File: src/rtl/lifo_stack.sv
// lifo_stack: valid/ready last-in-first-out buffer with concurrent push/pop and empty bypass.
// Define LIFO_FLUSH_EN to add a synchronous flush input that empties the stack.
module lifo_stack #(
  parameter int WIDTH = 8,
  parameter int DEPTH = 8,
  parameter int LVL_W = $clog2(DEPTH + 1)
) (
  input  logic             clk,
  input  logic             rst,
`ifdef LIFO_FLUSH_EN
  input  logic             flush,
`endif
  input  logic [WIDTH-1:0] in_data,
  input  logic             in_valid,
  output logic             in_ready,
  output logic [WIDTH-1:0] out_data,
  output logic             out_valid,
  input  logic             out_ready,
  output logic [LVL_W-1:0] level,
  output logic             full,
  output logic             empty
);

  localparam int ADDR_W = (DEPTH > 1) ? $clog2(DEPTH) : 1;

  // Handshake: a word moves on the rising edge when valid and ready are both high
  // on that side; ready/valid here never depend on the opposite side's output.
  logic [WIDTH-1:0]  mem_q [DEPTH];
  logic [LVL_W-1:0]  sp_q;
  logic [LVL_W-1:0]  sp_d;
  logic              wr_en;
  logic [ADDR_W-1:0] wr_addr;
  logic [ADDR_W-1:0] top_addr;
  logic              flush_w;
  logic              push;
  logic              pop;

`ifdef LIFO_FLUSH_EN
  assign flush_w = flush;
`else
  assign flush_w = 1'b0;
`endif

  assign empty     = (sp_q == '0);
  assign full      = (sp_q == LVL_W'(DEPTH));
  assign level     = sp_q;
  assign top_addr  = ADDR_W'(sp_q - LVL_W'(1));
  assign in_ready  = !flush_w && (!full || out_ready);
  assign out_valid = !flush_w && (!empty || in_valid);
  assign out_data  = empty ? in_data : mem_q[top_addr];
  assign push      = in_valid && in_ready;
  assign pop       = out_valid && out_ready;

  always_comb begin
    sp_d    = sp_q;
    wr_en   = 1'b0;
    wr_addr = ADDR_W'(sp_q);
    if (flush_w) begin
      sp_d = '0;
    end else if (push && pop) begin
      // The incoming word is newer than the popped top, so it takes that slot.
      // When empty it was handed straight through and nothing is stored.
      if (!empty) begin
        wr_en   = 1'b1;
        wr_addr = top_addr;
      end
    end else if (push) begin
      wr_en = 1'b1;
      sp_d  = sp_q + LVL_W'(1);
    end else if (pop) begin
      sp_d = sp_q - LVL_W'(1);
    end
  end

  always_ff @(posedge clk) begin
    if (rst) begin
      sp_q <= '0;
    end else begin
      sp_q <= sp_d;
    end
  end

  always_ff @(posedge clk) begin
    if (wr_en && !rst) begin
      mem_q[wr_addr] <= in_data;
    end
  end

endmodule
File: config.mk
export PLATFORM = sky130hd
export DESIGN_NAME = lifo_stack
export DESIGN_NICKNAME = d
export VERILOG_FILES = /design/src/rtl/lifo_stack.sv
export SDC_FILE = /design/constraint.sdc
export NUM_CORES = 1
export LEC_CHECK = 0
export ABC_AREA = 0
export CAP_MARGIN = 10
export CORE_ASPECT_RATIO = 0.75
export CORE_MARGIN = 3
export CORE_UTILIZATION = 50
export DETAILED_ROUTE_END_ITERATION = 7
export GPL_TIMING_DRIVEN = 0
export PLACE_DENSITY = 0.71
export SLEW_MARGIN = 10
export SYNTH_ARGS = -nofsm -noshare
export SYNTH_HDL_FRONTEND = slang
export SYNTH_SLANG_ARGS = --single-unit
File: constraint.sdc
create_clock -name clk -period 6.85 [get_ports clk]
set_input_delay 1.37 -clock clk [delete_from_list [all_inputs] [get_ports clk]]
set_output_delay 1.37 -clock clk [all_outputs]
set_load 0.02 [all_outputs]
* After elaboration in Yosys (flattened, before gate mapping)
Memory sizes are Yosys's and may differ from the RTL's. Index checks and enable logic that the tools add are counted.
Cells by class: $add $sub $neg 2, equality and inequality tests 1, multiplexer cells 10, bitwise gates (word level) 1, reductions and logical operators 12
Operators by type and width (count):
- 2-to-1 mux 4 bit | 2
- 2-to-1 mux 8 bit | 1
- 2-to-1 mux 3 bit | 2
- 2-to-1 mux 1 bit | 5
- adder 4 x 1 -> 4 bit (second input constant) | 1
- == test 4 bit (second input constant) | 1
- logical AND 1 bit | 4
- zero test 4 bit | 1
- subtractor 4 x 1 -> 4 bit (second input constant) | 1
- zero test 1 bit | 3
- logical OR 1 bit | 2
- AND reduction 2 bit | 1
- nonzero test 2 bit | 1
- inverter 1 bit | 1
Word-level totals: flip-flop bits (word level) 4, bits in writable memories 64, bits of input ports 12, output and inout bits 16, word-level logic and storage cells 28, memories kept 1
Memory list:
- mem_q | depth 8, width 8, rd ports 1, clocked after memory_dff 0, write ports 1, line 28 | logic [WIDTH-1:0] mem_q [DEPTH];

* Depth between registers and ports, before layout
Gate-level depths: netlist of the first run.
depth in word-level cells 9, depth in mapped cells 8, depth with buffers taken out 6

* Worst setup path before layout of the first run
No wires, ideal clock.
kind flip-flop to output port, from reg sp_q[0] (netlist: level[0]), to out out_data[1], arrival 2210 ps, data required time 5480 ps, slack 3270 ps, cell stages (with the launch flop) 9, buffers on the path 3, cell sequence dfxtp_1 > buf_6 > buf_4 > inv_2 > ha_1 > clkbuf_1 > mux4_2 > a22oi_1 > nand2_1
Between the ends: cells in the longest elaborated chain, start to end 3, elaborated cells on any way between the ends 4, classes of those cells add/sub: 1; mux: 1; reduce/logical: 1; memory: 1
Ends and longest elaborated chain:
- from (decl) | line 29 | logic [LVL_W-1:0] sp_q;
- from (signal assigned) | line 79 | sp_q <= sp_d;
- subtractor 4 x 1 -> 4 bit
- memory (8 x 8 bit)
- 2-to-1 mux 8 bit (*) | line 50 | assign out_data = empty ? in_data : mem_q[top_addr];
- to (decl) | line 16 | output logic [WIDTH-1:0] out_data,
Mark *: on every way between the ends. The rest lies on a longest branch, timed or not.

* Final worst setup path of the first run
from reg sp_q[0] (netlist: level[0]), to out out_data[6]
Same word-level chain as after synthesis.

==> results by group, run 1 <==
Final layout
  – Count of nets after finishing: between 200 and 250
  – Area growth from synthesis to layout: 20.0%
  – Diode insertion count for antenna repair: 0
  – Layout cells sized above 1: 0.207
  – Fill cells: 407

Yosys
  – Ys flop type: sky130_fd_sc_hd__edfxtp_1
  – Number of synthesized register bits: 68
  – Number of distinct standard cells referenced by the synthesized netlist: 43
  – Top cells by count, synth: sky130_fd_sc_hd__edfxtp_1 (64), sky130_fd_sc_hd__nand2_1 (20), sky130_fd_sc_hd__mux4_2 (16)
  – Sequential-to-total area share from yosys stat: 0.666
  – Share of synthesized flip-flops with an asynchronous set or reset: 0
  – Synth Cell Area: approximately 0.0030 mm^2
  – Post-synthesis instance total: around 190
  – Main area contributors after synthesis: sky130_fd_sc_hd__edfxtp_1 (64%), sky130_fd_sc_hd__mux4_2 (12%), sky130_fd_sc_hd__dfxtp_1 (2.7%), sky130_fd_sc_hd__nand2_1 (2.5%), sky130_fd_sc_hd__a22oi_1 (2.0%)
  – Number of nets produced by synthesis: around 200
  – Library cell with the largest summed area after synthesis: sky130_fd_sc_hd__edfxtp_1
  – Number of warnings printed during yosys synthesis: 0
  – Share of Yosys cell area claimed by the top area cell type: 0.640
  – Count leader, synth: sky130_fd_sc_hd__edfxtp_1
  – Synth Area per Inst: between 15 and 20 um^2
  – Number of synthesized flops with an enable pin: 64

Timing
  – Final period demand of the worst path: ~4700 ps
  – Maximum clock skew at final layout: around 4.8 ps
  – Slew at the pin closest to its max-slew limit: 933 ps
  – Unrepaired setup endpoints after global routing: no
  – Pins Over Slew Limit: 0
  – Number of failing hold endpoints at the final stage: 0
  – Count of final setup violators: 0
  – Maximum achievable frequency: 211 MHz
  – Relative max-transition margin: 0.376
  – Aggregate negative setup slack: 0 ps
  – Post-route clock period utilization: 0.691

Worst setup path
  – Endpoint type of the worst setup path: output pin
  – Ordered list of cells on the worst path: buf_6, buf_4, inv_2, ha_1, clkbuf_1, mux4_2, a22oi_1, nand2_1, clkdlybuf4s50_1
  – Top delay family on crit path: buffers and inverters
  – Kind of critical path: reg -> out
  – Data arrival time of the worst path: around 3400 ps
  – Largest fanout on the critical path: 10
  – Required time of the worst setup path: between 5000 and 6000 ps
  – Kind of start point of the critical path: register
  – Buffers plus inverters on the worst setup path: 5
  – CP peak stage delay: ~540 ps
  – Master of the slowest instance on the critical path: sky130_fd_sc_hd__clkdlybuf4s50_1

Clocking
  – Clock root buffer: sky130_fd_sc_hd__clkbuf_8
  – Clock Path Buffers: 2
  – Post-CTS Setup Bufs: 0
  – Clock slew at reported path FFs: approximately 70 ps
  – Hold buffer count at CTS: 0
  – Number of buffers created by CTS: 9
  – Clock sinks: 68
  – Number of levels in the clock H-tree: 3
  – Worst skew pair latency: between 300 and 400 ps
  – CTS tree: built
  – Number of gates resized after cts: 0

Place
  – Number of port buffers: 26
  – Placed wire-length estimate: about 4.2 mm
  – RD Place Congestion: approximately 0.76

Routing
  – 1st-iter DRT viols: ~220
  – Total length of routed wires: approximately 6.3 mm
  – Detailed-routing iteration count for the pre-antenna-repair pass: 5
  – DRT antenna net count: 0
  – DRC violations left: 0
  – Total via count in the routed design: approximately 1800
  – Routed len/inst: ~21 um
  – Drt via density: roughly 6

Global route
  – Total congestion overflow after global routing: 0
  – Wire length of the first global-routing pass: between 9 and 10 mm
  – Vias in the first global route: around 1800
  – Pin count of the biggest net entering global routing: 14
  – Number of antenna violations at the first check in global routing: 0
  – GR Util All Layers: 0.205

Run
  – Max-cap violation count: 0

Die
  – Number of placement rows: 23
  – Die Ht: between 70 and 80 um
  – Chip Width: around 96 um
  – Area of the core: ~0.0056 mm^2
  – I/O Pins: 28
  – Full die area: between 0.006 and 0.007 mm^2
  – Initial Utilization: 0.538

Worst hold path
  – Type of the tightest min-delay check: reg -> reg

Outcome
  – Outcome: completed

Power and ir drop
  – PD cells: around 480 mW/mm^2
  – Highest ir drop seen on vdd: around 0.00023 V
  – Power Total: between 1.5 and 2 mW
  – Leak pwr: ~1.2 nW
layout make-up:
| type | instances | area, um^2 | area share |
|---|---|---|---|
| buffer | 10 | 65.1 | 0.0180 |
| multi-input combinational | 104 | 926 | 0.257 |
| clock inverter | 7 | 123 | 0.0340 |
| timing repair buffer | 26 | 260 | 0.0722 |
| sequential | 68 | 2000 | 0.555 |
| tap | 75 | 93.8 | 0.0260 |
| inverter | 3 | 11.3 | 0.00312 |
| clock buffer | 9 | 124 | 0.0344 |
where the power goes:
part | internal (mW) | switching, mW
Combinational | 0.365 | 0.455
Clock | 0.244 | 0.156
Sequential | 0.487 | 0.0164
per-layer routing:
metal / up-vias / global-route usage / share of wire
met2: 72 / 0.320 / 0.48
met1: 924 / 0.272 / 0.43
met5: - / 0 / 0
met4: 0 / 0.0631 / 0.0090
li1: 815 / - / -
met3: 6 / 0.0753 / 0.083
path summary, 6_finish.rpt:
| path | startpoint | to | slack (ps) | cells after the start |
|---|---|---|---|---|
| hold / removal | level[1] | level[1] | 660 | 2 |
| hold reg to reg | level[1] | level[1] | 660 | 2 |
| setup reg to reg | level[0] | mem_q[0][3] | 3700 | 8 |
| setup / recovery | level[0] | out_data[6] | 2110 | 9 |
sequential cells by signal, summed over array words and instances (netlist names):
register	flops
level	4
mem_q	64
cell families (layout without fill, tap and decap cells):
group	Yosys count	count (layout)	share of synthesized area
mux	16	16	0.120
xor+xnor	3	3	0.0112
buf+inv	13	55	0.0254
simple gates	57	57	0.107
compound gates	26	26	0.0616
flops	68	68	0.666
fa+ha+maj	2	2	0.00833
worst register-to-register path, stage by stage (launching register included):
cell and delay [ps]:
sky130_fd_sc_hd__dfxtp_1 380, sky130_fd_sc_hd__buf_6 160, sky130_fd_sc_hd__buf_4 200, sky130_fd_sc_hd__inv_2 80, sky130_fd_sc_hd__ha_1 390, sky130_fd_sc_hd__clkbuf_1 450
sky130_fd_sc_hd__nor4b_1 300, sky130_fd_sc_hd__a31oi_1 100, sky130_fd_sc_hd__nor2_1 710
layout by cell type, fill, tap and decap left out, drive strengths merged, types with 4 or more instances in the layout:
master and count:
clkdlybuf4s50 26, inv 5, dfxtp 4, edfxtp 64
a31oi 5, clkbuf 11, a22oi 8, nor2 12
nand2 20, buf 8, mux4 16, nand2b 4
metrics by stage:
step / instances / util / instance area (um^2) / hold WS, ps / setup slack, ps
2_1_floorplan: 185 / - / 3000 / 632 / 3270
3_3_place_gp: 286 / 0.602 / 3360 / 624 / 2530
3_5_place_dp: 286 / 0.602 / 3360 / 638 / 2470
4_1_cts: 302 / 0.646 / 3600 / 651 / 2060
5_1_grt: 302 / 0.646 / 3600 / 686 / 1920
6_report: 302 / 0.646 / 3600 / 663 / 2110
Power figures use the tool's default switching activity.
==> run 2: changes to the inputs <==
PLACE_DENSITY = 0.74   (was 0.71)
clock period = 3.9 ns   (was 6.85 ns; I/O delays follow)
==> run 2 against run 1 <==
Compared with the run above:
- worst hold slack got worse by 13 ps
- via count is 5.1% lower
- clock skew grew 3.8 ps
- die area did not move
- register-to-register slack worse by 2700 ps
- critical path depth stayed put
- wire length down 5.0%
- critical endpoint is now out_data[3]
==> results by group, run 2 (synthesis results as in run 1) <==
Die
  – I/O Pins: 28 (unchanged)
  – Initial Utilization: 0.538 (unchanged)
  – Full die area: 0.00698 mm^2 (unchanged)
  – Chip Width: 95.5 um (unchanged)
  – Die Ht: 73.1 um (unchanged)
  – Number of placement rows: 23 (unchanged)
  – Area of the core: 0.00558 mm^2 (unchanged)

Final layout
  – Area used by sequential logic in the layout: 0.00200 mm^2 (unchanged)
  – Post-route non-filler standard cell count: 302 (unchanged)
  – Most common library cell in the layout ignoring fill and taps: sky130_fd_sc_hd__edfxtp_1 (unchanged)
  – Layout cells sized above 1: 0.207 (unchanged)
  – Count of nets after finishing: 236 (unchanged)
  – Max reg flops: 64 (unchanged)
  – Diode insertion count for antenna repair: 0 (unchanged)
  – Fill cells: 402 (was 407)
  – Area growth from synthesis to layout: 19.7% (was 20.0%)
  – Most used cells in the layout excluding fill and tap cells: sky130_fd_sc_hd__edfxtp_1 (64), sky130_fd_sc_hd__clkdlybuf4s50_1 (23), sky130_fd_sc_hd__nand2_1 (20), sky130_fd_sc_hd__mux4_2 (16), sky130_fd_sc_hd__nor2_1 (11) (was sky130_fd_sc_hd__edfxtp_1 (64), sky130_fd_sc_hd__clkdlybuf4s50_1 (26), sky130_fd_sc_hd__nand2_1 (20), sky130_fd_sc_hd__mux4_2 (16), sky130_fd_sc_hd__nor2_1 (11))
  – Post-layout utilization of the core: 0.644 (was 0.646)
  – Combined area of the multi-input logic cells: 945 um^2 (was 926 um^2)
  – Largest register by flop count: mem_q (unchanged)

Worst setup path
  – Data arrival time of the worst path: 2920 ps (was 3370 ps)
  – Endpoint type of the worst setup path: output pin (unchanged)
  – Ordered list of cells on the worst path: buf_6, buf_4, inv_2, ha_2, nor3b_4, buf_2, nand2_1, nand2_1, clkdlybuf4s50_1 (was buf_6, buf_4, inv_2, ha_1, clkbuf_1, mux4_2, a22oi_1, nand2_1, clkdlybuf4s50_1)
  – Path depth of the worst reg2reg path: 8 (unchanged)
  – Kind of critical path: reg -> out (unchanged)
  – Kind of start point of the critical path: register (unchanged)
  – RR Startpoint: level[0] (unchanged)
  – Buffers plus inverters on the worst setup path: 5 (unchanged)
  – Setup slack of the most critical reg-to-reg path: 960 ps (was 3700 ps)
  – Master of the slowest instance on the critical path: sky130_fd_sc_hd__clkdlybuf4s50_1 (unchanged)
  – Required time of the worst setup path: 3120 ps (was 5480 ps)
  – Endpoint of the worst-slack reg-to-reg timing path: mem_q[2][1] (was mem_q[0][3])
  – CP peak stage delay: 600 ps (was 540 ps)
  – Top delay family on crit path: buffers and inverters (unchanged)
  – Largest fanout on the critical path: 10 (unchanged)
  – Cell repeated most along the worst path: sky130_fd_sc_hd__nand2_1

Clocking
  – Clock root buffer: sky130_fd_sc_hd__clkbuf_8 (unchanged)
  – Clock Path Buffers: 2 (unchanged)
  – Worst skew pair latency: 340 ps (about the same)
  – Clock sinks: 68 (unchanged)
  – Post-CTS Setup Bufs: 0 (unchanged)
  – CTS tree: built (unchanged)
  – Number of levels in the clock H-tree: 3 (unchanged)
  – Clock slew at reported path FFs: 70 ps (about the same)
  – Number of buffers created by CTS: 9 (unchanged)

Timing
  – Maximum achievable frequency: around 270 MHz
  – Maximum clock skew at final layout: 8.59 ps (was 4.76 ps)
  – Number of failing hold endpoints at the final stage: 0 (unchanged)
  – Slew at the pin closest to its max-slew limit: 960 ps (was 933 ps)
  – Post-route clock period utilization: 0.948
  – Post-layout worst setup margin: 204 ps (was 2110 ps)
  – Final period demand of the worst path: around 3700 ps
  – Count of final setup violators: 0 (unchanged)
  – Relative max-transition margin: 0.358 (was 0.376)
  – Pins Over Slew Limit: 0 (unchanged)

Global route
  – GR Util All Layers: 0.196 (was 0.205)
  – Wire length of the first global-routing pass: 9.40 mm (was 9.84 mm)
  – Number of antenna violations at the first check in global routing: 0 (unchanged)
  – Pin count of the biggest net entering global routing: 12 (was 14)
  – Vias in the first global route: 1671 (was 1812)
  – Total congestion overflow after global routing: 0 (unchanged)

Power and ir drop
  – Combinational Power Share: 0.493 (was 0.476)
  – Portion of total power attributed to sequential cells: 0.301 (was 0.292)
  – Power Total: 2.93 mW (was 1.72 mW)
  – Highest ir drop seen on vdd: 0.000357 V (was 0.000227 V)
  – PD cells: 815 mW/mm^2 (was 478 mW/mm^2)
  – Proportion of total power due to net switching: 0.361 (was 0.364)
  – Switching component of the power: 1.06 mW (was 0.627 mW)
  – Cell-internal power: 1.87 mW (was 1.10 mW)
  – Clock share of power: 0.206 (was 0.232)
  – Leak pwr: 1.19 nW (was 1.17 nW)

Worst hold path
  – Hold-critical path endpoint: level[1] (unchanged)
  – Type of the tightest min-delay check: reg -> reg (unchanged)
  – Worst Hold Path Cells: 2 (unchanged)
  – Launch point of the worst hold path: level[1] (unchanged)

Place
  – Dpl cells: 286 (unchanged)
  – Placed wire-length estimate: 3.94 mm (was 4.24 mm)
  – Number of port buffers: 26 (unchanged)
  – RD Place Congestion: 0.752 (was 0.763)
  – Placement-stage worst setup slack: 100 ps (was 2470 ps)

Routing
  – DRT antenna net count: 0 (unchanged)
  – Detailed-routing iteration count for the pre-antenna-repair pass: 4 (was 5)
  – Routed len/inst: 20.0 um (was 21.0 um)
  – Total via count in the routed design: 1724 (was 1817)
  – DRC violations left: 0 (unchanged)
  – 1st-iter DRT viols: 214 (was 222)
  – Drt via density: 5.71 (was 6.02)
  – Total length of routed wires: 6.03 mm (was 6.35 mm)

Outcome
  – Outcome: completed (unchanged)

Run
  – Max-cap violation count: 0 (unchanged)
run 2: worst min-delay path: stages, from the launching register on:
cell	delay, ps
sky130_fd_sc_hd__dfxtp_1	390
sky130_fd_sc_hd__inv_2	130
sky130_fd_sc_hd__o31ai_1	80
run 2: power groups by stage:
stage	Sequential (mW)	Clock, mW	Combinational (mW)
2_1_floorplan	0.911	0	0.906
3_3_place_gp	0.898	0	1.42
3_5_place_dp	0.901	0	1.44
4_1_cts	0.885	0.616	1.46
5_1_grt	0.890	0.649	1.57
6_report	0.884	0.603	1.44
run 2: layout make-up:
type,instances,share of cell area
timing repair buffer,26,0.0744
multi-input combinational,104,0.263
inverter,3,0.00313
sequential,68,0.557
tap,75,0.0261
clock buffer,11,0.0365
clock inverter,5,0.0212
buffer,10,0.0195
run 2: worst max path at each step:
stage          startpoint     endpoint  slack [ps]  cells past startpoint
2_1_floorplan    level[0]  out_data[1]         910                      8
3_3_place_gp     level[0]  out_data[5]         140                      9
3_5_place_dp     level[0]  out_data[5]         100                      9
4_1_cts          level[0]  out_data[5]           4                      9
5_1_grt          level[0]  out_data[3]          -5                      9
6_report         level[0]  out_data[3]         200                      9
run 2: timing repair:
action | in CTS | in global routing
hold buffers | 0 | 0
setup endpoints to repair | 8 | 8
resized for setup | 4 | 7
run 2: routing by layer:
layer,global-route usage,share of wire,wire length [um],vias to the layer above
met5,0,0,0,-
li1,-,-,-,811
met2,0.279,0.46,2800,51
met1,0.284,0.46,2790,856
met4,0.0457,0.0071,43,0
met3,0.0814,0.067,403,6
run 2: stage by stage:
stage / hold WS, ps / instance area [um^2] / setup TNS, ps
floorplan: 632 / 3000 / 0
global placement: 630 / 3360 / 0
detailed placement: 640 / 3360 / 0
CTS: 648 / 3580 / 0
global route: 706 / 3600 / -4.85
finish: 649 / 3600 / 0
==> run 3: changes to the inputs <==
CTS_BUF_LIST = sky130_fd_sc_hd__clkbuf_4 sky130_fd_sc_hd__clkbuf_8   (was not set)
==> run 3 against run 2 <==
Compared with the run above:
- core utilization up 0.13 points
- clock power up 2%
- global-route usage down 0.13 points
- largest cell class unchanged
==> results by group, run 3 (synthesis results as in run 1) <==
Place
  – RD Place Congestion: 0.752 (unchanged)
  – Number of port buffers: 26 (unchanged)
  – Dpl cells: 286 (unchanged)
  – Placement-stage worst setup slack: 100 ps (unchanged)
  – Placed wire-length estimate: 3.94 mm (unchanged)

Routing
  – DRC violations left: 0 (unchanged)
  – 1st-iter DRT viols: 223 (was 214)
  – DRT antenna net count: 0 (unchanged)
  – Total length of routed wires: 6.00 mm (was 6.03 mm)
  – Drt via density: 5.78 (was 5.71)
  – Detailed-routing iteration count for the pre-antenna-repair pass: 4 (unchanged)
  – Total via count in the routed design: 1745 (was 1724)
  – Routed len/inst: 19.9 um (was 20.0 um)

Clocking
  – Clock Path Buffers: 2 (unchanged)
  – Number of buffers created by CTS: 9 (unchanged)
  – Clock root buffer: sky130_fd_sc_hd__clkbuf_8 (unchanged)
  – Hold buffer count at CTS: 0 (unchanged)
  – Worst skew pair latency: 340 ps (about the same)
  – Clock slew at reported path FFs: 70 ps (about the same)
  – Number of levels in the clock H-tree: 3 (unchanged)
  – CTS tree: built (unchanged)
  – Clock sinks: 68 (unchanged)

Power and ir drop
  – Highest ir drop seen on vdd: 0.000357 V (about the same)
  – PD cells: 817 mW/mm^2 (was 815 mW/mm^2)
  – Leak pwr: 1.20 nW (was 1.19 nW)

Timing
  – Relative max-transition margin: 0.343 (was 0.358)
  – Maximum achievable frequency: 269 MHz (was 271 MHz)
  – Pins Over Slew Limit: 0 (unchanged)
  – Number of failing hold endpoints at the final stage: 0 (unchanged)
  – Final period demand of the worst path: 3710 ps (was 3700 ps)
  – Slew at the pin closest to its max-slew limit: 981 ps (was 960 ps)
  – Post-route clock period utilization: 0.952 (was 0.948)
  – Count of final setup violators: 0 (unchanged)
  – Post-layout worst setup margin: 186 ps (was 204 ps)
  – Aggregate negative setup slack: 0 ps (unchanged)
  – Unrepaired setup endpoints after global routing: no
  – Maximum clock skew at final layout: 8.80 ps (was 8.59 ps)

Final layout
  – Most used cells in the layout excluding fill and tap cells: sky130_fd_sc_hd__edfxtp_1 (64), sky130_fd_sc_hd__clkdlybuf4s50_1 (23), sky130_fd_sc_hd__nand2_1 (20), sky130_fd_sc_hd__mux4_2 (16), sky130_fd_sc_hd__nor2_1 (11) (unchanged)
  – Most common library cell in the layout ignoring fill and taps: sky130_fd_sc_hd__edfxtp_1 (unchanged)
  – Max reg flops: 64 (unchanged)
  – Layout cells sized above 1: 0.216 (was 0.207)
  – Largest register by flop count: mem_q (unchanged)
  – Fill cells: 399 (was 402)
  – Area growth from synthesis to layout: 20.0% (was 19.7%)
  – Count of nets after finishing: 236 (unchanged)
  – Diode insertion count for antenna repair: 0 (unchanged)
  – Post-route non-filler standard cell count: 302 (unchanged)

Worst setup path
  – RR Startpoint: level[0] (unchanged)
  – CP peak stage delay: 540 ps (was 600 ps)
  – Endpoint type of the worst setup path: output pin (unchanged)
  – Data arrival time of the worst path: 2930 ps (was 2920 ps)
  – Ordered list of cells on the worst path: buf_6, buf_4, inv_2, ha_2, clkbuf_4, mux4_2, a22oi_1, nand2_1, clkdlybuf4s50_1 (was buf_6, buf_4, inv_2, ha_2, nor3b_4, buf_2, nand2_1, nand2_1, clkdlybuf4s50_1)
  – Largest fanout on the critical path: 10 (unchanged)
  – Master of the slowest instance on the critical path: sky130_fd_sc_hd__clkdlybuf4s50_1 (unchanged)
  – Endpoint of the worst-slack reg-to-reg timing path: mem_q[2][1] (unchanged)
  – Kind of critical path: reg -> out (unchanged)
  – Kind of start point of the critical path: register (unchanged)
  – Path depth of the worst reg2reg path: 8 (unchanged)
  – Required time of the worst setup path: 3120 ps (about the same)
  – Setup slack of the most critical reg-to-reg path: 940 ps (was 960 ps)

Worst hold path
  – Type of the tightest min-delay check: reg -> reg (unchanged)
  – Worst Hold Path Cells: 2 (unchanged)
  – Hold-critical path endpoint: level[1] (unchanged)
  – Launch point of the worst hold path: level[1] (unchanged)

Die
  – I/O Pins: 28 (unchanged)
  – Initial Utilization: 0.538 (unchanged)
  – Area of the core: 0.00558 mm^2 (unchanged)
  – Full die area: 0.00698 mm^2 (unchanged)
  – Die Ht: 73.1 um (unchanged)
  – Chip Width: 95.5 um (unchanged)
  – Number of placement rows: 23 (unchanged)

Global route
  – Vias in the first global route: 1668 (was 1671)
  – Wire length of the first global-routing pass: 9.36 mm (was 9.40 mm)
  – GR Util All Layers: 0.195 (was 0.196)
  – Number of antenna violations at the first check in global routing: 0 (unchanged)
  – Pin count of the biggest net entering global routing: 12 (unchanged)
  – Total congestion overflow after global routing: 0 (unchanged)

Outcome
  – Outcome: completed (unchanged)

Run
  – Max-cap violation count: 0 (unchanged)
run 3: cell count changes in the layout (fill, tap and decap cells not counted):
cell / previous run / this run
sky130_fd_sc_hd__buf_4: 3 / 2
sky130_fd_sc_hd__clkbuf_1: 2 / 0
sky130_fd_sc_hd__clkbuf_4: 0 / 3
run 3: worst max-delay path by stage:
stage              from  slack (ps)           to  depth (start not counted)
4_1_cts        level[0]           3  out_data[5]                          9
5_1_grt        level[0]           1  out_data[3]                          9
3_5_place_dp   level[0]         100  out_data[5]                          9
3_3_place_gp   level[0]         140  out_data[5]                          9
6_report       level[0]         190  out_data[1]                          9
2_1_floorplan  level[0]         910  out_data[1]                          8
run 3: timing repair:
| item | in CTS | in global routing |
|---|---|---|
| setup buffers | 0 | 0 |
| endpoints found under the setup margin | 8 | 8 |
| resized for setup | 4 | 6 |
run 3: where the power goes:
group	switching (mW)	internal (mW)	total (mW)
Combinational	0.785	0.658	1.44
Sequential	0.0268	0.857	0.884
Clock	0.247	0.371	0.618
run 3: final cells by class:
class                   instances  area [um^2]  area share
well taps                      75         93.8      0.0260
repair buffers                 26          268      0.0743
plain buffers                  10         70.1      0.0194
clock inverters                 5         76.3      0.0212
flip-flops and latches         68         2000       0.555
multi-input cells             104          945       0.262
clock buffers                  11          139      0.0385
inverters                       3         11.3     0.00312
run 3: through the flow:
step / util / hold WS [ps] / cell area [um^2] / power [mW]
4_1_cts: 0.643 / 648 / 3590 / 2.98
3_3_place_gp: 0.602 / 630 / 3360 / 2.32
3_5_place_dp: 0.602 / 640 / 3360 / 2.34
6_report: 0.646 / 651 / 3600 / 2.94
5_1_grt: 0.646 / 706 / 3600 / 3.12
2_1_floorplan: - / 632 / 3000 / 1.82
run 3: critical path, delay by kind of cell (launching register included):
kind	cells	cell delay (ps)
buffers and inverters	5	1230
AND/OR/NAND/NOR	1	90
AO/OA/AOI/OAI	1	210
adder cells (fa/ha/maj)	1	360
flip-flops	1	380
multiplexers	1	320
run 3: routing by layer:
metal | up-vias | share of wire | global-route usage
met5 | - | 0 | 0
met4 | 0 | 0.0092 | 0.0457
met3 | 9 | 0.077 | 0.0814
met2 | 57 | 0.47 | 0.275
met1 | 869 | 0.45 | 0.285
li1 | 810 | - | -
